## src/rtl/position_addr_gen.sv

```systemverilog
// Multi-lane result-memory address generator: walks DEPTH entries (interleaved)
// or LANES planes of PLANE_SIZE (planar), one registered group per accepted beat.
`timescale 1ns/1ps
module position_addr_gen #(
    parameter int ADDR_W     = 10,
    parameter int LANES      = 3,
    parameter int DEPTH      = 507,
    parameter int PLANE_SIZE = 169
) (
    input  logic                    clk,
    input  logic                    rst_n,
    input  logic                    start,
    input  logic                    mode,
    input  logic                    abort,
    input  logic                    ready_i,
    output logic                    valid_o,
    output logic [LANES*ADDR_W-1:0] addr_o,
    output logic [LANES-1:0]        lane_en_o,
    output logic                    last_o,
    output logic                    busy_o,
    output logic                    done_o
);

    localparam int AW1  = ADDR_W + 1;
    localparam int KW   = ADDR_W + 1;
    localparam int G_IL = (DEPTH + LANES - 1) / LANES;
    localparam logic [KW-1:0]  KLAST_IL = KW'(G_IL - 1);
    localparam logic [KW-1:0]  KLAST_PL = KW'(PLANE_SIZE - 1);
    localparam logic [AW1-1:0] DEPTH_X  = AW1'(DEPTH);

    typedef enum logic [1:0] {S_IDLE, S_RUN, S_DONE} state_t;

    state_t              r_state;
    state_t              w_state_nxt;
    logic                r_mode;
    logic [KW-1:0]       r_k;
    logic                r_valid;
    logic                r_last;
    logic                r_done;
    logic                r_busy;
    logic [ADDR_W-1:0]   r_addr [LANES];
    logic [LANES-1:0]    r_lane_en;

    logic                w_hs;
    logic                w_load;
    logic                w_adv;
    logic                w_fin;
    logic                w_clr;
    logic [AW1-1:0]      w_step;
    logic [AW1-1:0]      w_sum [LANES];
    logic [KW-1:0]       w_klast;
    logic [KW-1:0]       w_knext;

    // Group-0 address of a lane; constant per lane after loop unrolling.
    function automatic logic [ADDR_W-1:0] base_addr(input logic m, input int lane);
        int b;
        b = m ? lane * PLANE_SIZE : lane;
        return b[ADDR_W-1:0];
    endfunction

    assign w_hs    = r_valid & ready_i;
    assign w_step  = r_mode ? AW1'(1) : AW1'(LANES);
    assign w_klast = r_mode ? KLAST_PL : KLAST_IL;
    assign w_knext = r_k + KW'(1);

    always_comb begin
        for (int i = 0; i < LANES; i++) begin
            w_sum[i] = {1'b0, r_addr[i]} + w_step;
        end
    end

    always_comb begin
        w_state_nxt = r_state;
        w_load      = 1'b0;
        w_adv       = 1'b0;
        w_fin       = 1'b0;
        w_clr       = 1'b0;
        case (r_state)
            S_IDLE: begin
                if (start && !abort) begin
                    w_state_nxt = S_RUN;
                    w_load      = 1'b1;
                end
            end
            S_RUN: begin
                // abort wins over a handshake in the same cycle
                if (abort) begin
                    w_state_nxt = S_IDLE;
                    w_clr       = 1'b1;
                end else if (w_hs) begin
                    if (r_last) begin
                        w_state_nxt = S_DONE;
                        w_fin       = 1'b1;
                    end else begin
                        w_adv = 1'b1;
                    end
                end
            end
            S_DONE:  w_state_nxt = S_IDLE;
            default: w_state_nxt = S_IDLE;
        endcase
    end

    always_ff @(posedge clk or negedge rst_n) begin
        if (!rst_n) begin
            r_state <= S_IDLE;
        end else begin
            r_state <= w_state_nxt;
        end
    end

    always_ff @(posedge clk or negedge rst_n) begin
        if (!rst_n) begin
            r_mode  <= 1'b0;
            r_k     <= '0;
            r_valid <= 1'b0;
            r_last  <= 1'b0;
            r_done  <= 1'b0;
            r_busy  <= 1'b0;
        end else begin
            r_busy <= (w_state_nxt != S_IDLE);
            r_done <= w_fin;
            if (w_load) begin
                r_mode  <= mode;
                r_k     <= '0;
                r_valid <= 1'b1;
                r_last  <= mode ? (KLAST_PL == '0) : (KLAST_IL == '0);
            end else if (w_adv) begin
                r_k    <= w_knext;
                r_last <= (w_knext == w_klast);
            end else if (w_fin || w_clr) begin
                r_valid <= 1'b0;
                r_last  <= 1'b0;
            end
        end
    end

    // Per-lane address registers advance by a fixed step; masked lanes keep counting.
    always_ff @(posedge clk or negedge rst_n) begin
        if (!rst_n) begin
            for (int i = 0; i < LANES; i++) begin
                r_addr[i] <= '0;
            end
            r_lane_en <= '0;
        end else if (w_load) begin
            for (int i = 0; i < LANES; i++) begin
                r_addr[i]    <= base_addr(mode, i);
                r_lane_en[i] <= mode | (i < DEPTH);
            end
        end else if (w_adv) begin
            for (int i = 0; i < LANES; i++) begin
                r_addr[i]    <= w_sum[i][ADDR_W-1:0];
                r_lane_en[i] <= r_mode | (w_sum[i] < DEPTH_X);
            end
        end else if (w_fin || w_clr) begin
            for (int i = 0; i < LANES; i++) begin
                r_addr[i] <= '0;
            end
            r_lane_en <= '0;
        end
    end

    for (genvar g = 0; g < LANES; g++) begin : g_lane_out
        assign addr_o[g*ADDR_W +: ADDR_W] = r_addr[g];
    end

    assign valid_o   = r_valid;
    assign lane_en_o = r_lane_en;
    assign last_o    = r_last;
    assign busy_o    = r_busy;
    assign done_o    = r_done;

endmodule
```

## config.mk

```make
export PLATFORM = sky130hd
export DESIGN_NAME = position_addr_gen
export DESIGN_NICKNAME = d
export VERILOG_FILES = /design/src/rtl/position_addr_gen.sv
export SDC_FILE = /design/constraint.sdc
export NUM_CORES = 1
export LEC_CHECK = 0
export ABC_AREA = 1
export CAP_MARGIN = 20
export CORE_UTILIZATION = 56
export CTS_BUF_LIST = sky130_fd_sc_hd__clkbuf_2 sky130_fd_sc_hd__clkbuf_4 sky130_fd_sc_hd__clkbuf_8
export CTS_CLUSTER_SIZE = 40
export DETAILED_ROUTE_END_ITERATION = 10
export PLACE_DENSITY = 0.86
export SYNTH_ARGS = -nofsm -noshare
export SYNTH_HDL_FRONTEND = slang
export SYNTH_SLANG_ARGS = --single-unit
```

## constraint.sdc

```tcl
create_clock -name clk -period 2.59 [get_ports clk]
set_input_delay 0.3885 -clock clk [delete_from_list [all_inputs] [get_ports clk]]
set_output_delay 0.3885 -clock clk [all_outputs]
set_load 0.01 [all_outputs]
```

==> summary by stage, run 1 <==
Final layout
Leaving out fill and tap cells, the most frequent cells in the layout are sky130_fd_sc_hd__nand2_1 (128), sky130_fd_sc_hd__inv_1 (53), sky130_fd_sc_hd__dfrtp_1 (51). The final layout contains approximately 450 nets. In the final layout, the share of cells above drive strength 1 is 0.0523. Counting the fill cells in the layout gives 397.

The most common cell after layout, fill and taps aside is sky130_fd_sc_hd__nand2_1. The multi-input logic area is roughly 0.0014 sq mm. The number of antenna diodes in the final layout is 0.

The layout-stage area growth over the synthesis result is 19.9%. Summing all flip-flop and latch instances after layout gives around 0.0013 sq mm.

Global routing
The total grt overflow is 0. The met1 global-route usage is 0.359. The all-layer global routing usage is 0.271. Entering global routing, the biggest net connects 28 pins.

For met2 alone, demand over resource in global routing was 0.441. The initial antenna violation count came to 0. The most congested layer reported by global routing is met2. The global-route wire length before repair is approximately 11000 um. The met3 track utilization from global routing is 0.0447. The number of global-route vias before repair is around 2600.

Run
Across the run, the number of max-cap violations was 0.

Synth
The unique cell type count in the Yosys netlist is 33. For this run, the number of Yosys warnings is 0. The post-synthesis compound-gate area fraction is 0.124. The cell count after synthesis is between 300 and 400. The async set or reset register ratio after synthesis is 1.00. Of the total synthesized cell area, the portion taken by full adders, half adders and majority gates is 0.0418. The area share of and/or/nand/nor cells after synthesis is 0.295. The largest family of logic cells by synthesized area is simple AND/OR/NAND/NOR gates. Each instance of the synthesized netlist takes up on average around 7.5 sq um. The main flop type after synthesis is sky130_fd_sc_hd__dfrtp_1. The synthesized design contains 0 enable-type register cells. Of the total synthesized cell area, the portion taken by XOR and XNOR cells is 0.0179. The sequential element share of the synthesized area is 0.435. The total nets after synthesis is approximately 410. The total standard cell area after synthesis is 0.00294 sq mm. The flip-flop and latch count after synthesis is 51. The mux share of post-synthesis cell area is 0.

Floorplan
The horizontal die dimension is roughly 74 um. The core region is approximately 0.0049 sq mm. The floorplan has 25 rows. For this design the top-level I/O count stands at 43. From bottom edge to top edge, the die measures between 70 and 80 um. For this configuration, the core starts out at a cell density of 0.602. The die covers about 0.0055 sq mm.

Clock tree
Hold repair after CTS inserted 0 buffers. The H-tree depth reported by CTS is 2. The post-cts sizing count is 0. The number of setup buffers added after CTS is 0. The clock slew seen by the registers of the worst setup and hold paths is 0.09 ns. The largest buffer count on any clock path is 2.

In this run, CTS created clock tree buffers numbering 5. The later pin in the worst-skew pair is clocked with a latency of ~0.3 ns. For this design, the sink count on the clock tree is 51. The root cell of the clock tree is sky130_fd_sc_hd__clkbuf_8. The clock tree from TritonCTS is done.

Critical path
Walking the worst path, the cells encountered are inv_1, ha_1, nand3_1, nand2_1, nand3_1, o21ai_0, o21ai_0, nand2_1, nand2_1, nand2_1, nand2_1. On the worst path, the slowest cell contributes a delay of ~0.48 ns. The most prevalent standard cell on the critical path is sky130_fd_sc_hd__nand2_1. The worst setup path is launched from a flip-flop. STA classifies the critical path endpoint as a flip-flop. Data on the critical path arrives at its endpoint at 2.33 ns. The maximum fanout along the worst path is 7. The required time of the critical path is 2.79 ns. The critical setup path kind is reg2reg. The cell at the slowest stage of the critical path is sky130_fd_sc_hd__dfrtp_1.

Placed design
The worst slack after detailed placement is around 0.41 ns. In this run the tool buffered the top-level ports with 42 buffer cells. The HPWL after detailed placement is 4930 um.

The final RePlAce weighted congestion is a little over 0.9.

STA
Of the available clock period, the critical path in the final layout requires 0.822. The actual slew at the worst max-slew pin is ~0.57 ns. The worst path meets setup with between 0.4 and 0.5 ns of slack. The relative slew slack is 0.617. Setup violations remaining at the end of the flow were counted as 0.

The number of max-slew violations in the final report is 0. The number of hold violations in the final report is 0. The highest achievable clock rate is between 0.4 and 0.5 GHz. The final setup TNS is 0 ns.

Setup repair after global routing left no endpoint under its margin. The shortest clock period the worst path allows after layout is approximately 2.1 ns. The final setup skew is 0.00930 ns.

Routing
After detailed routing, the average wire length per cell comes to around 13 um. Once detail routing completed, the nets flagged for antenna violations numbered 0. Before antenna repair, the detailed router went through 4 iterations. The detailed router finished its first iteration with 214 violations. The number of vias per cell after detailed routing is ~5.4. The total wire length after detailed routing is roughly 6600 um. The number of vias in the routed layout is about 2700. The final routed DRC violation total is 0.

Power and ir drop
The design internal power is 1290 uW. Across the VDD grid, the largest voltage drop is 0.311 mV. The share of total power consumed by net switching is 0.331. For this design the static power due to leakage is 0.00161 uW. The clock share of power is 0.237. The share of total power dissipated in sequential elements is 0.491. Of the total power, combinational logic draws 0.272. In this run the power density over the cells is between 500 and 600 mW/mm^2.

For this design the total switching power over the nets is around 640 uW.

Worst hold path
The class of the tightest hold or removal check is in2async.

Status
The flow ran to the end, and the final reports show no timing, DRC or antenna violations.
path summary, 6_finish.rpt:
| check | start | to | slack (ns) | depth (start not counted) |
|---|---|---|---|---|
| max | r_mode$_DFFE_PN0P_ | lane_en_o[1]$_DFFE_PN0P_ | 0.46 | 11 |
| min | rst_n | done_o$_DFF_PN0_ | 0.07 | 1 |
| max reg2reg | r_mode$_DFFE_PN0P_ | lane_en_o[1]$_DFFE_PN0P_ | 0.46 | 11 |
| min reg2reg | valid_o$_DFFE_PN0P_ | valid_o$_DFFE_PN0P_ | 0.53 | 2 |
| max in group asynchronous | rst_n | addr_o[12]$_DFFE_PN0P_ | 1.98 | 2 |
| min in group clk | valid_o$_DFFE_PN0P_ | valid_o$_DFFE_PN0P_ | 0.53 | 2 |
synthesized netlist by cell type, types with 5 or more instances:
library cell	number	area share
sky130_fd_sc_hd__a21oi_1	10	0.017
sky130_fd_sc_hd__nand3_1	32	0.055
sky130_fd_sc_hd__nor2_1	26	0.033
sky130_fd_sc_hd__ha_1	5	0.021
sky130_fd_sc_hd__dfrtp_1	51	0.43
sky130_fd_sc_hd__inv_1	53	0.068
sky130_fd_sc_hd__o22ai_1	15	0.032
sky130_fd_sc_hd__o21ai_0	28	0.048
sky130_fd_sc_hd__xor2_1	5	0.015
sky130_fd_sc_hd__nand2_1	128	0.16
state kept, by name, summed over array words and instances (netlist names):
name and cells:
addr_o 30, busy_o 1, done_o 1, lane_en_o 3
last_o 1, r_k 11, r_mode 1, r_state 2
valid_o 1
final cells by class:
cell class              instances  share of cell area
clock buffers                   6              0.0217
clock inverters                 2             0.00355
inverters                      57              0.0608
multi-input cells             279               0.400
flip-flops and latches         51               0.362
well taps                      67              0.0238
repair buffers                 45               0.128
power groups by stage:
stage	clock network (uW)	registers (uW)	logic, uW
2_1_floorplan	0	971	283
3_3_place_gp	0	959	509
3_5_place_dp	0	961	525
4_1_cts	467	946	527
5_1_grt	493	957	597
6_report	459	949	525
metal layers:
| metal | wire, um | part of all wire |
|---|---|---|
| met1 | 3040 | 0.46 |
| met2 | 3130 | 0.47 |
| met3 | 359 | 0.054 |
| met4 | 100 | 0.015 |
| met5 | 0 | 0 |
metrics by stage:
step / area, sq um / total power (uW) / hold WS, ns / utilization / cells
after global routing: 3520 / 2050 / 0.119 / 0.722 / 507
after detailed placement: 3430 / 1490 / 0.423 / 0.703 / 499
after global placement: 3430 / 1470 / 0.419 / 0.703 / 499
final: 3520 / 1930 / 0.0676 / 0.722 / 507
after floorplan: 2940 / 1250 / 0.0929 / - / 394
after CTS: 3520 / 1940 / 0.0907 / 0.722 / 507
cells by family after synthesis:
kind of cell	count (synthesis)
simple gates	201
fa+ha+maj	8
compound gates	64
buf+inv	64
xor+xnor	6
flops	51
worst max-delay path: cells and delay by family (launching register included):
kind,cells,cell delay [ns]
simple gates,7,0.68
flops,1,0.48
fa+ha+maj,1,0.34
compound gates,2,0.32
buf+inv,1,0.20
Power figures use the tool's default switching activity.
==> inputs of run 2 (changes only) <==
clock period = 2.1 ns   (was 2.59 ns; I/O delays follow)
==> run 2 against run 1 <==
Routed wire length up 9.3%. Fmax increased by 8.2%. Clock-buffer cell count unchanged. Sequential share of layout area down 1.3 points. Die area unchanged. Hold slack got worse by 0.057 ns. Sequential cell count stayed put. Cell area is 3.6% higher. Clock power is 54% higher. Combinational power increased by 38%. Clock skew shrank 0.0058 ns. First-iteration DRC count shrank 36%. Largest cell class unchanged.
==> summary by stage, run 2 (same netlist as run 1, synthesis figures left out) <==
Status
The flow ran to the end, and the final reports show no timing, DRC or antenna violations.

Routing
The detailed router finished its first iteration with 137 violations. The total wire length after detailed routing is between 7000 and 8000 um. Dividing the detail-routed wire length by the instance count gives approximately 14 um. After detailed routing, the number of remaining DRC violations is 0. The iteration count of the initial detailed-routing pass is 4. After detailed routing, the number of vias per cell comes to about 5.5. The detailed router placed roughly 2800 vias in this run. The antenna violation net count after detailed routing is 0.

Global routing
The all-layer global routing usage is 0.287. The number of global-route vias before repair is 2741. Entering global routing, the biggest net connects 27 pins. The total overflow left after global routing is 0. The initial antenna violation count is 0. The global-route wire length before repair is between 10000 and 15000 um.

Final layout
For this run, the share of the core covered by cells in the final layout is 0.747. In the layout the commonest cells are sky130_fd_sc_hd__nand2_1 (128), sky130_fd_sc_hd__inv_1 (52), sky130_fd_sc_hd__dfrtp_1 (51). The register with the most flip-flops in the layout has 30 of them. Of the cells placed in the final design, the portion with a size suffix greater than 1 is 0.0843. The most common cell after layout, fill and taps aside is sky130_fd_sc_hd__nand2_1. The layout-stage area growth over the synthesis result is 24.2%. Once layout is complete, the cells apart from fillers number between 500 and 600. The count of antenna diodes in the layout is 0. The post-layout net count is 464.

Clock tree
The clock slew seen by the registers of the worst setup and hold paths is 0.09 ns. The number of clock sinks is between 50 and 60. TritonCTS built the clock tree. The largest buffer count on any clock path is 2.

The H-tree was split into 2 levels. The insertion delay of the later-clocked pin in the worst-skew pair is around 0.30 ns. The root cell of the clock tree is sky130_fd_sc_hd__clkbuf_8. The number of buffers inserted by hold repair at cts is 0. Buffers inserted during clock tree synthesis total 5.

Floorplan
The floorplan step set the die height to about 74 um. The initial utilization of the core area, before any placement, comes to 0.602. The horizontal die dimension is 74.4 um.

The floorplan step defined a die boundary enclosing roughly 0.0055 sq mm. In this run the standard cell core region covers 0.00488 sq mm. The floorplan has 25 rows. The number of top-level design ports is 43.

Power and ir drop
The switching power summed over all nets is 817 uW. The share of total power consumed by net switching is 0.315. The design internal power is 1780 uW.

The combinational group share of total power is 0.278. The power density over the cells is about 700 mW/mm^2. Summed over all cells, the static leakage comes to between 0.0015 and 0.002 uW. The design draws between 2000 and 3000 uW. The peak supply drop is roughly 0.38 mV. Of the total power, the clock network draws 0.272. Of the total power, registers draw 0.449.

Critical path
The signal on the critical path passes through inv_1, fa_1, or2_2, nand2_1, nand3_1, nor2_1, nand3_1, nand2_1, nand2_1, nand2_1, nand2_1. The kind of cell adding the most delay to the critical path is simple AND/OR/NAND/NOR gates. For the worst setup path, the data arrival time is 2.17 ns.

The worst flop-to-flop path startpoint is addr_o[20]$_DFFE_PN0P_. The number of buffer and inverter stages on the critical path is 1. Along the worst path, the maximum fanout reaches 5. The cell at the slowest stage of the critical path is sky130_fd_sc_hd__fa_1. The endpoint class of the critical path is a flip-flop. The worst register-to-register path ends at lane_en_o[2]$_DFFE_PN0P_. The count of cells along the worst register-to-register path is 11. Data on the critical path is required at its endpoint by 2.30 ns. The worst setup path is of the reg2reg kind. For flop-to-flop paths, the worst setup slack is 0.13 ns.

STA classifies the critical path startpoint as a flip-flop. The most prevalent standard cell on the critical path is sky130_fd_sc_hd__nand2_1. The peak per-stage delay on the critical path is between 0.4 and 0.5 ns.

Placed design
Routability-driven placement finished with a final weighted congestion of between 0.9 and 1. Including well taps, the total number of placed cells is 506. Once detailed placement completed, the half-perimeter wirelength came to 5270 um. Port buffering added 42 buffers. OpenSTA, run right after detailed placement, puts the worst setup slack at -0.0153 ns.

STA
The relative slew slack is 0.590. The actual slew at the worst max-slew pin is about 0.6 ns. Setup violations remaining at the end of the flow were counted as 0. The number of max-slew violations in the final report is 0. The shortest clock period the worst path allows after layout is between 1.5 and 2 ns. The number of hold violations in the final report is 0. Across all setup checks in the final design, the least slack found is approximately 0.13 ns. The final period utilization is 0.937. The highest achievable clock rate is ~0.51 GHz.

Setup total negative slack on the finished layout was measured at 0 ns. The final setup skew is 0.00354 ns.

Run
The tool flagged a number of max-cap violations equal to 0.

Worst hold path
The class of the tightest hold or removal check is in2async.
-- run 2: cell types whose count changed in the layout (fill, tap and decap cells not counted), sizes merged --
cell and delta:
bufinv +1, clkinvlp -1, buf +11
-- run 2: per-stage QoR --
step                      instance area, sq um  hold slack [ns]
final                                     3650           0.0101
after global routing                      3650           0.0601
after CTS                                 3600           0.0259
after detailed placement                  3480            0.361
after global placement                    3480            0.359
after floorplan                           2940           0.0194
-- run 2: area by class of cell --
class,count,area (sq um)
Multi-Input combinational cell,279,1420
Sequential cell,51,1280
Fill cell,367,1230
Timing Repair Buffer,56,533
Inverter,57,214
Tap cell,67,83.8
Clock buffer,6,82.6
Clock inverter,2,35.0
-- run 2: worst max-delay path by stage --
stage / from / endpoint / cells past startpoint
5_1_grt: r_mode$_DFFE_PN0P_ / lane_en_o[0]$_DFFE_PN0P_ / 11
2_1_floorplan: addr_o[0]$_DFFE_PN0P_ / lane_en_o[0]$_DFFE_PN0P_ / 14
3_3_place_gp: addr_o[0]$_DFFE_PN0P_ / lane_en_o[0]$_DFFE_PN0P_ / 14
6_report: addr_o[20]$_DFFE_PN0P_ / lane_en_o[2]$_DFFE_PN0P_ / 11
4_1_cts: addr_o[0]$_DFFE_PN0P_ / lane_en_o[0]$_DFFE_PN0P_ / 14
3_5_place_dp: addr_o[0]$_DFFE_PN0P_ / lane_en_o[0]$_DFFE_PN0P_ / 14
-- run 2: per-layer routing --
metal	up-vias	share of wire	track usage
li1	1391	-	-
met1	1356	0.44	0.377
met2	84	0.48	0.469
met3	17	0.049	0.0474
met4	0	0.021	0.128
met5	-	0	0
-- run 2: worst reg2reg max path: stages (launching register included) --
cell                      delay [ns]
sky130_fd_sc_hd__dfrtp_1        0.40
sky130_fd_sc_hd__inv_1          0.10
sky130_fd_sc_hd__fa_1           0.49
sky130_fd_sc_hd__or2_2          0.28
sky130_fd_sc_hd__nand2_1        0.07
sky130_fd_sc_hd__nand3_1        0.08
sky130_fd_sc_hd__nor2_1         0.10
sky130_fd_sc_hd__nand3_1        0.11
sky130_fd_sc_hd__nand2_1        0.08
sky130_fd_sc_hd__nand2_1        0.05
sky130_fd_sc_hd__nand2_1        0.06
sky130_fd_sc_hd__nand2_1        0.05
-- run 2: power by group through the flow --
stage,sequential (uW),combinational (uW),clock (uW)
floorplan,1200,349,0
global placement,1180,667,0
detailed placement,1180,683,0
CTS,1160,690,716
global route,1180,808,757
finish,1170,722,706
-- run 2: what timing repair did --
action                     in CTS  in global routing
cloned                          0                  0
buffers inserted                0                  4
setup endpoints to repair       1                  3
resized for setup               1                  6
